$ cat src/rtl/fpu_mul_arbiter_if.sv
// fpu_mul_arbiter_if: request/response channels between client blocks and the shared multiplier arbiter
interface fpu_mul_arbiter_if #(parameter int NUM_REQ = 4);
  localparam int ID_W = $clog2(NUM_REQ);
  logic [NUM_REQ-1:0] req_valid;
  logic [NUM_REQ-1:0] req_ready;
  logic [NUM_REQ*32-1:0] req_a;
  logic [NUM_REQ*32-1:0] req_b;
  logic resp_valid;
  logic resp_ready;
  logic [ID_W-1:0] resp_id;
  logic [31:0] resp_y;
  modport master(output req_valid, req_a, req_b, resp_ready, input req_ready, resp_valid, resp_id, resp_y);
  modport slave(input req_valid, req_a, req_b, resp_ready, output req_ready, resp_valid, resp_id, resp_y);
endinterface

$ cat src/rtl/fpu_mul_arbiter.sv
// fpu_mul_arbiter: round-robin sharing of one external single-precision multiplier among NUM_REQ clients
module fpu_mul_arbiter #(
  parameter int NUM_REQ = 4,
  parameter int FPU_LAT = 1,
  parameter int CNT_W = 16
) (
  input  logic clk,
  input  logic rst_n,
  fpu_mul_arbiter_if.slave bus,
  output logic [31:0] fpu_a,
  output logic [31:0] fpu_b,
  input  logic [31:0] fpu_y,
  output logic busy,
  output logic [CNT_W-1:0] op_count
);
  localparam int ID_W = $clog2(NUM_REQ);
  localparam int LAT_W = FPU_LAT > 1 ? $clog2(FPU_LAT) : 1;
  typedef enum logic [1:0] {IDLE, EXEC, RESP} state_t;
  state_t state;
  logic [ID_W-1:0] last, id, grant;
  logic [LAT_W-1:0] cnt;
  logic found;
  logic [31:0] a_sel, b_sel;
  // Lowest index above last wins, otherwise wrap to the lowest index at or below it
  always_comb begin
    grant = '0;
    found = 1'b0;
    a_sel = '0;
    b_sel = '0;
    for (int i = NUM_REQ - 1; i >= 0; i--)
      if (bus.req_valid[i] && ID_W'(i) <= last) begin
        grant = ID_W'(i);
        found = 1'b1;
      end
    for (int i = NUM_REQ - 1; i >= 0; i--)
      if (bus.req_valid[i] && ID_W'(i) > last) begin
        grant = ID_W'(i);
        found = 1'b1;
      end
    for (int i = 0; i < NUM_REQ; i++)
      if (ID_W'(i) == grant) begin
        a_sel = bus.req_a[32*i +: 32];
        b_sel = bus.req_b[32*i +: 32];
      end
    bus.req_ready = (rst_n && state == IDLE && found) ? {{(NUM_REQ-1){1'b0}}, 1'b1} << grant : '0;
  end
  always_ff @(posedge clk or negedge rst_n) begin
    if (!rst_n) begin
      state <= IDLE;
      last <= ID_W'(NUM_REQ - 1);
      id <= '0;
      cnt <= '0;
      fpu_a <= '0;
      fpu_b <= '0;
      bus.resp_valid <= 1'b0;
      bus.resp_id <= '0;
      bus.resp_y <= '0;
      busy <= 1'b0;
      op_count <= '0;
    end else begin
      case (state)
        IDLE: if (found) begin
          fpu_a <= a_sel;
          fpu_b <= b_sel;
          id <= grant;
          last <= grant;
          cnt <= LAT_W'(FPU_LAT - 1);
          busy <= 1'b1;
          state <= EXEC;
        end
        EXEC: if (cnt != '0) cnt <= cnt - 1'b1;
        else begin
          bus.resp_y <= fpu_y;
          bus.resp_id <= id;
          bus.resp_valid <= 1'b1;
          state <= RESP;
        end
        RESP: if (bus.resp_ready) begin
          bus.resp_valid <= 1'b0;
          op_count <= &op_count ? op_count : op_count + 1'b1;
          busy <= 1'b0;
          state <= IDLE;
        end
        default: state <= IDLE;
      endcase
    end
  end
endmodule

$ cat src/flat_wrapper.sv
// flat-port wrapper written by rule: the top's interface ports become plain ports
module fpu_mul_arbiter_flat 
#(
  parameter int NUM_REQ = 4,
  parameter int FPU_LAT = 1,
  parameter int CNT_W = 16
)
  (clk, rst_n, fpu_a, fpu_b, fpu_y, busy, op_count, bus_req_valid, bus_req_a, bus_req_b, bus_resp_ready, bus_req_ready, bus_resp_valid, bus_resp_id, bus_resp_y);
  fpu_mul_arbiter_if #(.NUM_REQ(NUM_REQ)) bus_i ();
  input  logic clk;
  input  logic rst_n;
  output logic [31:0] fpu_a;
  output logic [31:0] fpu_b;
  input  logic [31:0] fpu_y;
  output logic busy;
  output logic [CNT_W-1:0] op_count;
  input wire logic [$bits(bus_i.req_valid)-1:0] bus_req_valid;
  input wire logic [$bits(bus_i.req_a)-1:0] bus_req_a;
  input wire logic [$bits(bus_i.req_b)-1:0] bus_req_b;
  input wire logic [$bits(bus_i.resp_ready)-1:0] bus_resp_ready;
  output wire logic [$bits(bus_i.req_ready)-1:0] bus_req_ready;
  output wire logic [$bits(bus_i.resp_valid)-1:0] bus_resp_valid;
  output wire logic [$bits(bus_i.resp_id)-1:0] bus_resp_id;
  output wire logic [$bits(bus_i.resp_y)-1:0] bus_resp_y;
  assign bus_i.req_valid = bus_req_valid;
  assign bus_i.req_a = bus_req_a;
  assign bus_i.req_b = bus_req_b;
  assign bus_i.resp_ready = bus_resp_ready;
  assign bus_req_ready = bus_i.req_ready;
  assign bus_resp_valid = bus_i.resp_valid;
  assign bus_resp_id = bus_i.resp_id;
  assign bus_resp_y = bus_i.resp_y;
  fpu_mul_arbiter #(.NUM_REQ(NUM_REQ), .FPU_LAT(FPU_LAT), .CNT_W(CNT_W)) u_core (.clk(clk), .rst_n(rst_n), .bus(bus_i), .fpu_a(fpu_a), .fpu_b(fpu_b), .fpu_y(fpu_y), .busy(busy), .op_count(op_count));
endmodule
$ cat config.mk
export PLATFORM = sky130hd
export DESIGN_NAME = fpu_mul_arbiter_flat
export DESIGN_NICKNAME = d
export VERILOG_FILES = /design/src/rtl/fpu_mul_arbiter_if.sv /design/src/rtl/fpu_mul_arbiter.sv /design/src/flat_wrapper.sv
export SDC_FILE = /design/constraint.sdc
export NUM_CORES = 1
export LEC_CHECK = 0
export CAP_MARGIN = 20
export CELL_PAD_IN_SITES_DETAIL_PLACEMENT = 0
export CELL_PAD_IN_SITES_GLOBAL_PLACEMENT = 2
export CORE_UTILIZATION = 21
export DETAILED_ROUTE_END_ITERATION = 6
export PLACE_DENSITY = 0.88
export SKIP_LAST_GASP = 1
export SLEW_MARGIN = 20
export SYNTH_ARGS = -nofsm -noshare
export SYNTH_HDL_FRONTEND = slang
export SYNTH_SLANG_ARGS = --single-unit
$ cat constraint.sdc
create_clock -name clk -period 6.1 [get_ports clk]
set_input_delay 0.61 -clock clk [delete_from_list [all_inputs] [get_ports clk]]
set_output_delay 0.61 -clock clk [all_outputs]
set_load 0.05 [all_outputs]
==> results of run 1 <==
[power by group through the flow]
stage,clock network (W),registers [W],logic (W)
2_1_floorplan,0,0.00264,0.00115
3_3_place_gp,0,0.00143,0.00365
3_5_place_dp,0,0.00144,0.00368
4_1_cts,0.00107,0.00143,0.00369
5_1_grt,0.00110,0.00148,0.00388
6_report,0.00103,0.00143,0.00364
[worst max-delay path: stages]
cell and delay [ps]:
sky130_fd_sc_hd__clkdlybuf4s50_1 570, sky130_fd_sc_hd__nor2_1 390, sky130_fd_sc_hd__a22oi_1 180, sky130_fd_sc_hd__o32ai_4 140
sky130_fd_sc_hd__buf_4 460, sky130_fd_sc_hd__nor2b_1 200, sky130_fd_sc_hd__clkdlybuf4s50_1 810
[routing by layer]
| layer | global-route usage [%] | vias up | share of wire, % |
|---|---|---|---|
| met5 | 0 | - | 0 |
| met4 | 4.502 | 0 | 1.3 |
| met3 | 4.601 | 19 | 8.0 |
| met2 | 28.98 | 286 | 50 |
| met1 | 20.45 | 3122 | 40 |
| li1 | - | 3030 | - |
[logic make-up (layout without fill, tap and decap cells)]
family | Yosys count | count (layout) | share of synthesized area, %
AOI/OAI and AO/OA | 205 | 205 | 24.20
and+or+nand+nor | 154 | 154 | 11.89
DFF | 122 | 122 | 50.41
buffers and inverters | 56 | 459 | 4.624
muxes | 35 | 35 | 6.503
xor gates and xnor gates | 15 | 15 | 2.168
adders and majority gates | 1 | 1 | 0.2064
[flip-flops by register name (all words and copies together) (netlist names)]
| name | count |
|---|---|
| u_core.bus.resp_y | 32 |
| u_core.fpu_a | 32 |
| u_core.fpu_b | 32 |
| u_core.op_count | 16 |
| u_core.bus.resp_id | 2 |
| u_core.id | 2 |
| u_core.last | 2 |
| u_core.state | 2 |
| u_core.bus.resp_valid | 1 |
| u_core.busy | 1 |
[cell usage in the layout, fill, tap and decap left out, types with 7 or more instances in the layout]
cell                                n
sky130_fd_sc_hd__clkdlybuf4s50_1  413
sky130_fd_sc_hd__and3_1            12
sky130_fd_sc_hd__a21oi_1           99
sky130_fd_sc_hd__nand3_1            7
sky130_fd_sc_hd__nand2_1           34
sky130_fd_sc_hd__clkbuf_16         17
sky130_fd_sc_hd__nor3_1             8
sky130_fd_sc_hd__nor3b_1            7
sky130_fd_sc_hd__mux2_2            35
sky130_fd_sc_hd__a221o_1            8
sky130_fd_sc_hd__a221oi_1           8
sky130_fd_sc_hd__o32a_1             8
sky130_fd_sc_hd__dfrtp_1          120
sky130_fd_sc_hd__nor2_1            64
sky130_fd_sc_hd__buf_4              9
sky130_fd_sc_hd__o221ai_1           8
sky130_fd_sc_hd__xor2_1            10
sky130_fd_sc_hd__a222oi_1          42
[layout make-up]
class / instances / area share, %
Clock inverter: 14 / 1.475
Sequential cell: 122 / 27.50
Timing Repair Buffer: 423 / 37.91
Multi-Input combinational cell: 410 / 24.86
Tap cell: 378 / 4.256
Inverter: 4 / 0.1351
Clock buffer: 18 / 3.862
[stage by stage]
stage / power (W) / std cells / setup slack (ps) / hold WS [ps] / instance area (um2)
final: 0.006100 / 1369 / 2118 / 144.0 / 11110
after global routing: 0.006460 / 1369 / 1951 / 167.8 / 11110
after CTS: 0.006188 / 1369 / 2153 / 151.6 / 11100
after detailed placement: 0.005122 / 1337 / 2166 / 465.9 / 10510
after global placement: 0.005079 / 1337 / 2191 / 459.0 / 10510
after floorplan: 0.003795 / 588 / 3121 / 314.4 / 6061
[worst max path at each step]
stage                                start                to  cells after the start
after floorplan           bus_req_valid[1]  bus_req_ready[0]                      4
after global placement    bus_req_valid[1]  bus_req_ready[1]                      7
after detailed placement  bus_req_valid[3]  bus_req_ready[0]                      7
after CTS                 bus_req_valid[3]  bus_req_ready[0]                      7
after global routing      bus_req_valid[3]  bus_req_ready[0]                      7
final                     bus_req_valid[3]  bus_req_ready[0]                      7
==> reports/qor.json, run 1 <==
{
  "outcome": "complete, no violations",
  "ys_ff_latch": 122,
  "max_cap_violations": 0,
  "achievable-frequency_ghz": 0.2511,
  "max_slew.worst_pin.slew_ps": 944.7,
  "crit_path_start_kind": "primary input",
  "tritoncts": "done",
  "multiInputGateArea_um2": 2763,
  "clk_latency_ps": 410,
  "cts_hold_repair.buffers": 0,
  "reg2regPathDepth": 6,
  "p_switching_w": 0.002967,
  "min_period_over_period_pct": 65.28,
  "synthesis.area_um2": 6061,
  "pwr_density_cell_nw_per_um2": 549.0,
  "start_util_pct": 21.58,
  "n_fill_cell": 2829,
  "p_int_w": 0.003133,
  "antennaDiodeCount": 0,
  "setup_total_negative_slack_ps": 0,
  "floorplan.io_pins": 415,
  "initial_antenna_violation_count": 0,
  "grt_usage_pct": 16.81,
  "synth-edff-count": 0,
  "yosysTopAreaCell": "sky130_fd_sc_hd__dfrtp_1",
  "sequentialPowerShare_pct": 23.4,
  "timing.critical_path.required_ps": 5490,
  "initial_drc_count": 387,
  "finalHoldViolCount": 0,
  "synth_top_cell_area_share_pct": 49.55,
  "wire_length_of_the_first_global_routing_pass_mm": 37.48,
  "synth_top_flop_cell": "sky130_fd_sc_hd__dfrtp_1",
  "postLayoutCoreUtil_pct": 39.56,
  "gp_congestion": 0.7703,
  "numCtsBuffers": 17,
  "post_route_cells_drive_above_1_share_pct": 9.384,
  "peakVddDrop_mv": 0.2065,
  "placement_rows": 61,
  "syn-instance-count": 588,
  "wl_mm": 25.58,
  "reg2reg_slack_ps": 3430,
  "route.vias.total": 6457,
  "reg_area_um2": 3055,
  "hold_class": "in2async",
  "synthesis.nets": 884,
  "wire_per_inst_um": 18.69,
  "drt_pass1_iterations": 7,
  "clkSinkCount": 122,
  "yosys_warnings": 0,
  "vias_per_cell": 4.717,
  "distinct_cells_synth": 52,
  "power_frac_comb_pct": 59.7,
  "detail_route.drc_violations": 0,
  "share_of_the_yosys_chip_area_belonging_to_registers_pct": 50.41,
  "die-area_um2": 29540,
  "post-synth-top-count-cell": "sky130_fd_sc_hd__dfrtp_1",
  "die_width_um": 171.9,
  "areaGrowthSynthToFinish_pct": 83.34,
  "critPathKind": "in2out",
  "ctsResizeCount": 0,
  "h-tree-depth": 4,
  "report.final.slew_viol_count": 0,
  "grt_max_degree": 73,
  "grt_overflow": 0,
  "leading_post_synthesis_cells_by_cell_area": "sky130_fd_sc_hd__dfrtp_1 50%, sky130_fd_sc_hd__a21oi_1 8.2%, sky130_fd_sc_hd__a222oi_1 6.9%",
  "cts.clk_slew.worst_paths_ps": 60,
  "first_global_vias": 6631,
  "core_area_um2": 28090,
  "min_period_ps": 3982,
  "p_leak_nw": 4.340,
  "crit-reg2reg-launch": "u_core.last[1]",
  "final-setup-viol-count": 0,
  "power_frac_clock_pct": 16.9,
  "timing.critical_path.to_type": "output port",
  "power_switching_share_pct": 48.64,
  "clock-root-buffer": "sky130_fd_sc_hd__clkbuf_16",
  "synth.top_cells.by_count": "120 x sky130_fd_sc_hd__dfrtp_1, 99 x sky130_fd_sc_hd__a21oi_1, 64 x sky130_fd_sc_hd__nor2_1",
  "post-cts-setup-buffer-count": 0,
  "die_h_um": 171.9,
  "ctsLongestPathBuffers": 2,
  "async_reset_ff_share_pct": 100.0,
  "buffer_ports.inserted": 414,
  "final_net_count": 1274,
  "number_of_nets_with_antenna_violations_after_routing": 0,
  "worst-endpoint-arrival_ps": 3370,
  "worst_r2r_endpoint": "u_core.fpu_a[4]",
  "mean_post_synth_cell_area_um2": 10.31,
  "worst_rel_slew_slack_pct": 37.02,
  "setup_repair_after_global_routing_missed_its_margin": "no",
  "finalClockSkew_ps": 14.51,
  "detailed_place_hpwl_mm": 18.99,
  "critical_path.max_fanout": 43
}
Power figures use the tool's default switching activity.
==> inputs of run 2 (changes only) <==
--- a/config.mk
+++ b/config.mk
@@ -8,9 +8,9 @@
 export CAP_MARGIN = 20
 export CELL_PAD_IN_SITES_DETAIL_PLACEMENT = 0
 export CELL_PAD_IN_SITES_GLOBAL_PLACEMENT = 2
-export CORE_UTILIZATION = 21
+export CORE_UTILIZATION = 18
 export DETAILED_ROUTE_END_ITERATION = 6
-export PLACE_DENSITY = 0.88
+export PLACE_DENSITY = 0.81
 export SKIP_LAST_GASP = 1
 export SLEW_MARGIN = 20
 export SYNTH_ARGS = -nofsm -noshare
==> constraint.sdc (replaced) <==
create_clock -name clk -period 3.6 [get_ports clk]
set_input_delay 0.36 -clock clk [delete_from_list [all_inputs] [get_ports clk]]
set_output_delay 0.36 -clock clk [all_outputs]
set_load 0.05 [all_outputs]
==> reports/qor.json, run 2 (synthesis gave the netlist of run 1 again) <==
{
  "outcome": "complete, no violations",
  "finalClockSkew": {"value": 14.97, "unit": "ps", "change": "+0.4571 ps"},
  "drt_pass1_iterations": {"value": 7, "change": "unchanged"},
  "worst_hold_slack_across_all_endpoints": {"value": 394.7, "unit": "ps", "change": "+250.8 ps"},
  "largestRegisters": "u_core.bus.resp_y x32, u_core.fpu_a x32, u_core.fpu_b x32",
  "route.vias.total": {"value": 6569, "change": "+1.7%"},
  "ctsResizeCount": {"value": 0, "change": "unchanged"},
  "met2WireLength": {"value": 14.01, "unit": "mm", "change": "+8.6%"},
  "min_period_over_period_pct": 79.30,
  "clock-root-buffer": "sky130_fd_sc_hd__clkbuf_16",
  "final_cell_mix": "409 x sky130_fd_sc_hd__clkdlybuf4s50_1, 120 x sky130_fd_sc_hd__dfrtp_1, 99 x sky130_fd_sc_hd__a21oi_1",
  "ctsLongestPathBuffers": {"value": 2, "change": "unchanged"},
  "hold_class": "in2async",
  "number_of_nets_with_antenna_violations_after_routing": {"value": 0, "change": "unchanged"},
  "tritoncts": "done",
  "p_leak": {"value": 4.420, "unit": "nW", "change": "+1.8%"},
  "report.final.slew_viol_count": {"value": 0, "change": "unchanged"},
  "min_period_ps": 2855,
  "placement_rows": {"value": 66, "change": "+8.2%"},
  "numPlacedInstances": {"value": 1408, "change": "+5.3%"},
  "die_width": {"value": 185.5, "unit": "um", "change": "+7.9%"},
  "timing.final.ws_setup": {"value": 745.1, "unit": "ps", "change": "-1373 ps"},
  "critical_path.startpoint": "bus_req_valid[3]",
  "power_frac_clock": {"value": 17.4, "unit": "%", "change": "+0.5 points"},
  "finalHoldViolCount": {"value": 0, "change": "unchanged"},
  "gp_congestion": {"value": 0.7816, "change": "+1.5%"},
  "final_net_count": {"value": 1282, "change": "+0.63%"},
  "top_signal_layer_used": "met5",
  "clk_latency": {"value": 420, "unit": "ps", "change": "about the same"},
  "start_util": {"value": 18.44, "unit": "%", "change": "-3.1 points"},
  "reg2regPathDepth": {"value": 6, "change": "unchanged"},
  "power_frac_comb": {"value": 59.3, "unit": "%", "change": "-0.4 points"},
  "numCtsBuffers": {"value": 17, "change": "unchanged"},
  "pwr_density_cell": {"value": 929.1, "unit": "nW/um2", "change": "+69%"},
  "mostFrequentLayoutCell": "sky130_fd_sc_hd__clkdlybuf4s50_1",
  "h-tree-depth": {"value": 4, "change": "unchanged"},
  "power_switching_share": {"value": 48.40, "unit": "%", "change": "-0.24 points"},
  "die-area": {"value": 34410, "unit": "um2", "change": "+16%"},
  "crit_path_start_kind": "primary input",
  "cts.clk_slew.worst_paths": {"value": 70, "unit": "ps", "change": "about the same"},
  "peakVddDrop": {"value": 0.3911, "unit": "mV", "change": "+89%"},
  "post-cts-setup-buffer-count": {"value": 0, "change": "unchanged"},
  "crit_end": "bus_req_ready[1]",
  "detailed_place_hpwl": {"value": 21.09, "unit": "mm", "change": "+11%"},
  "setup_repair_after_global_routing_missed_its_margin": "no",
  "sequentialPowerShare": {"value": 23.3, "unit": "%", "change": "about the same"},
  "place_ws": {"value": 711.4, "unit": "ps", "change": "-1455 ps"},
  "final-setup-viol-count": {"value": 0, "change": "unchanged"},
  "wl": {"value": 27.87, "unit": "mm", "change": "+9.0%"},
  "post-layout-total-power": {"value": 0.01054, "unit": "W", "change": "+73%"},
  "first_global_vias": {"value": 6806, "change": "+2.6%"},
  "setup_total_negative_slack": {"value": 0, "unit": "ps", "change": "unchanged"},
  "timing.critical_path.to_type": "output port",
  "detail_route.drc_violations": {"value": 0, "change": "unchanged"},
  "critical_path.max_fanout": {"value": 22, "change": "-49%"},
  "vias_per_cell": {"value": 4.559, "change": "-3.3%"},
  "initial_antenna_violation_count": {"value": 1, "change": "+1"},
  "grt_max_degree": {"value": 91, "change": "+25%"},
  "worst-endpoint-arrival": {"value": 2490, "unit": "ps", "change": "-880 ps"},
  "wire_per_inst": {"value": 19.34, "unit": "um", "change": "+3.5%"},
  "achievable-frequency_ghz": 0.3503,
  "reg_area": {"value": 3055, "unit": "um2", "change": "unchanged"},
  "cts_hold_repair.buffers": {"value": 1, "change": "+1"},
  "worst_rel_slew_slack": {"value": 31.35, "unit": "%", "change": "-5.7 points"},
  "die_h": {"value": 185.5, "unit": "um", "change": "+7.9%"},
  "max_slew.worst_pin.slew": {"value": 1028, "unit": "ps", "change": "+82.87 ps"},
  "n_fill_cell": {"value": 3373, "change": "+19%"},
  "multiInputGateArea": {"value": 2760, "unit": "um2", "change": "about the same"},
  "p_switching": {"value": 0.005099, "unit": "W", "change": "+72%"},
  "clkSinkCount": {"value": 122, "change": "unchanged"},
  "areaGrowthSynthToFinish_pct": 87.10,
  "instances_no_fill": {"value": 1441, "change": "+5.3%"},
  "initial_drc_count": {"value": 527, "change": "+36%"},
  "buffer_ports.inserted": {"value": 414, "change": "unchanged"},
  "grt_overflow": {"value": 0, "change": "unchanged"},
  "grt_usage": {"value": 15.84, "unit": "%", "change": "-0.96 points"},
  "worst_r2r_endpoint": "u_core.fpu_a[18]",
  "antennaDiodeCount": {"value": 0, "change": "unchanged"},
  "wire_length_of_the_first_global_routing_pass": {"value": 40.65, "unit": "mm", "change": "+8.5%"},
  "dr_wl_met3": {"value": 2.286, "unit": "mm", "change": "+12%"},
  "floorplan.io_pins": {"value": 415, "change": "unchanged"},
  "reg2reg_slack": {"value": 1200, "unit": "ps", "change": "-2230 ps"},
  "post_route_cells_drive_above_1_share": {"value": 10.31, "unit": "%", "change": "+0.93 points"},
  "crit-reg2reg-launch": "u_core.last[0]",
  "timing.critical_path.required": {"value": 3240, "unit": "ps", "change": "-2250 ps"},
  "max_cap_violations": {"value": 0, "change": "unchanged"},
  "p_int": {"value": 0.005437, "unit": "W", "change": "+74%"},
  "core_area": {"value": 32870, "unit": "um2", "change": "+17%"},
  "critPathKind": "in2out",
  "drt_met1_wl": {"value": 11.12, "unit": "mm", "change": "+7.8%"}
}
==> run 2: worst min path at each step <==
stage | end | cells past startpoint
6_report | u_core.op_count[11] | 2
5_1_grt | u_core.op_count[11] | 2
4_1_cts | u_core.op_count[11] | 2
3_5_place_dp | u_core.op_count[11] | 1
3_3_place_gp | u_core.op_count[11] | 1
2_1_floorplan | u_core.bus.resp_id[0] | 0
==> run 2: final cells by class <==
type	instances	area share, %
multi-input combinational	410	24.34
clock buffer	18	3.785
timing repair buffer	431	38.28
inverter	4	0.1324
tap	442	4.877
sequential	122	26.94
clock inverter	14	1.644
==> run 2: critical path, cell delays in order <==
cell and delay [ps]:
sky130_fd_sc_hd__clkdlybuf4s50_1 550, sky130_fd_sc_hd__nor2_1 360, sky130_fd_sc_hd__a211o_1 150, sky130_fd_sc_hd__o211a_2 530, sky130_fd_sc_hd__nor2b_1 340, sky130_fd_sc_hd__buf_12 180
==> run 2: stage by stage <==
| stage | utilization, % | area [um2] |
|---|---|---|
| CTS | 34.50 | 11340 |
| global route | 34.50 | 11340 |
| detailed placement | 32.60 | 10710 |
| floorplan | - | 6061 |
| finish | 34.50 | 11340 |
| global placement | 32.60 | 10710 |
==> run 2: layer usage <==
metal  GRT usage [%]  up-vias
li1                -     3049
met1           19.01     3194
met2           27.42      300
met3           4.481       24
met4           4.430        2
met5               0        -
==> run 2: power by group through the flow <==
stage,Sequential [W],Combinational [W],Clock (W)
after floorplan,0.00448,0.00196,0
after global placement,0.00246,0.00628,0
after detailed placement,0.00248,0.00630,0
after CTS,0.00246,0.00632,0.00190
after global routing,0.00255,0.00666,0.00195
final,0.00245,0.00625,0.00184
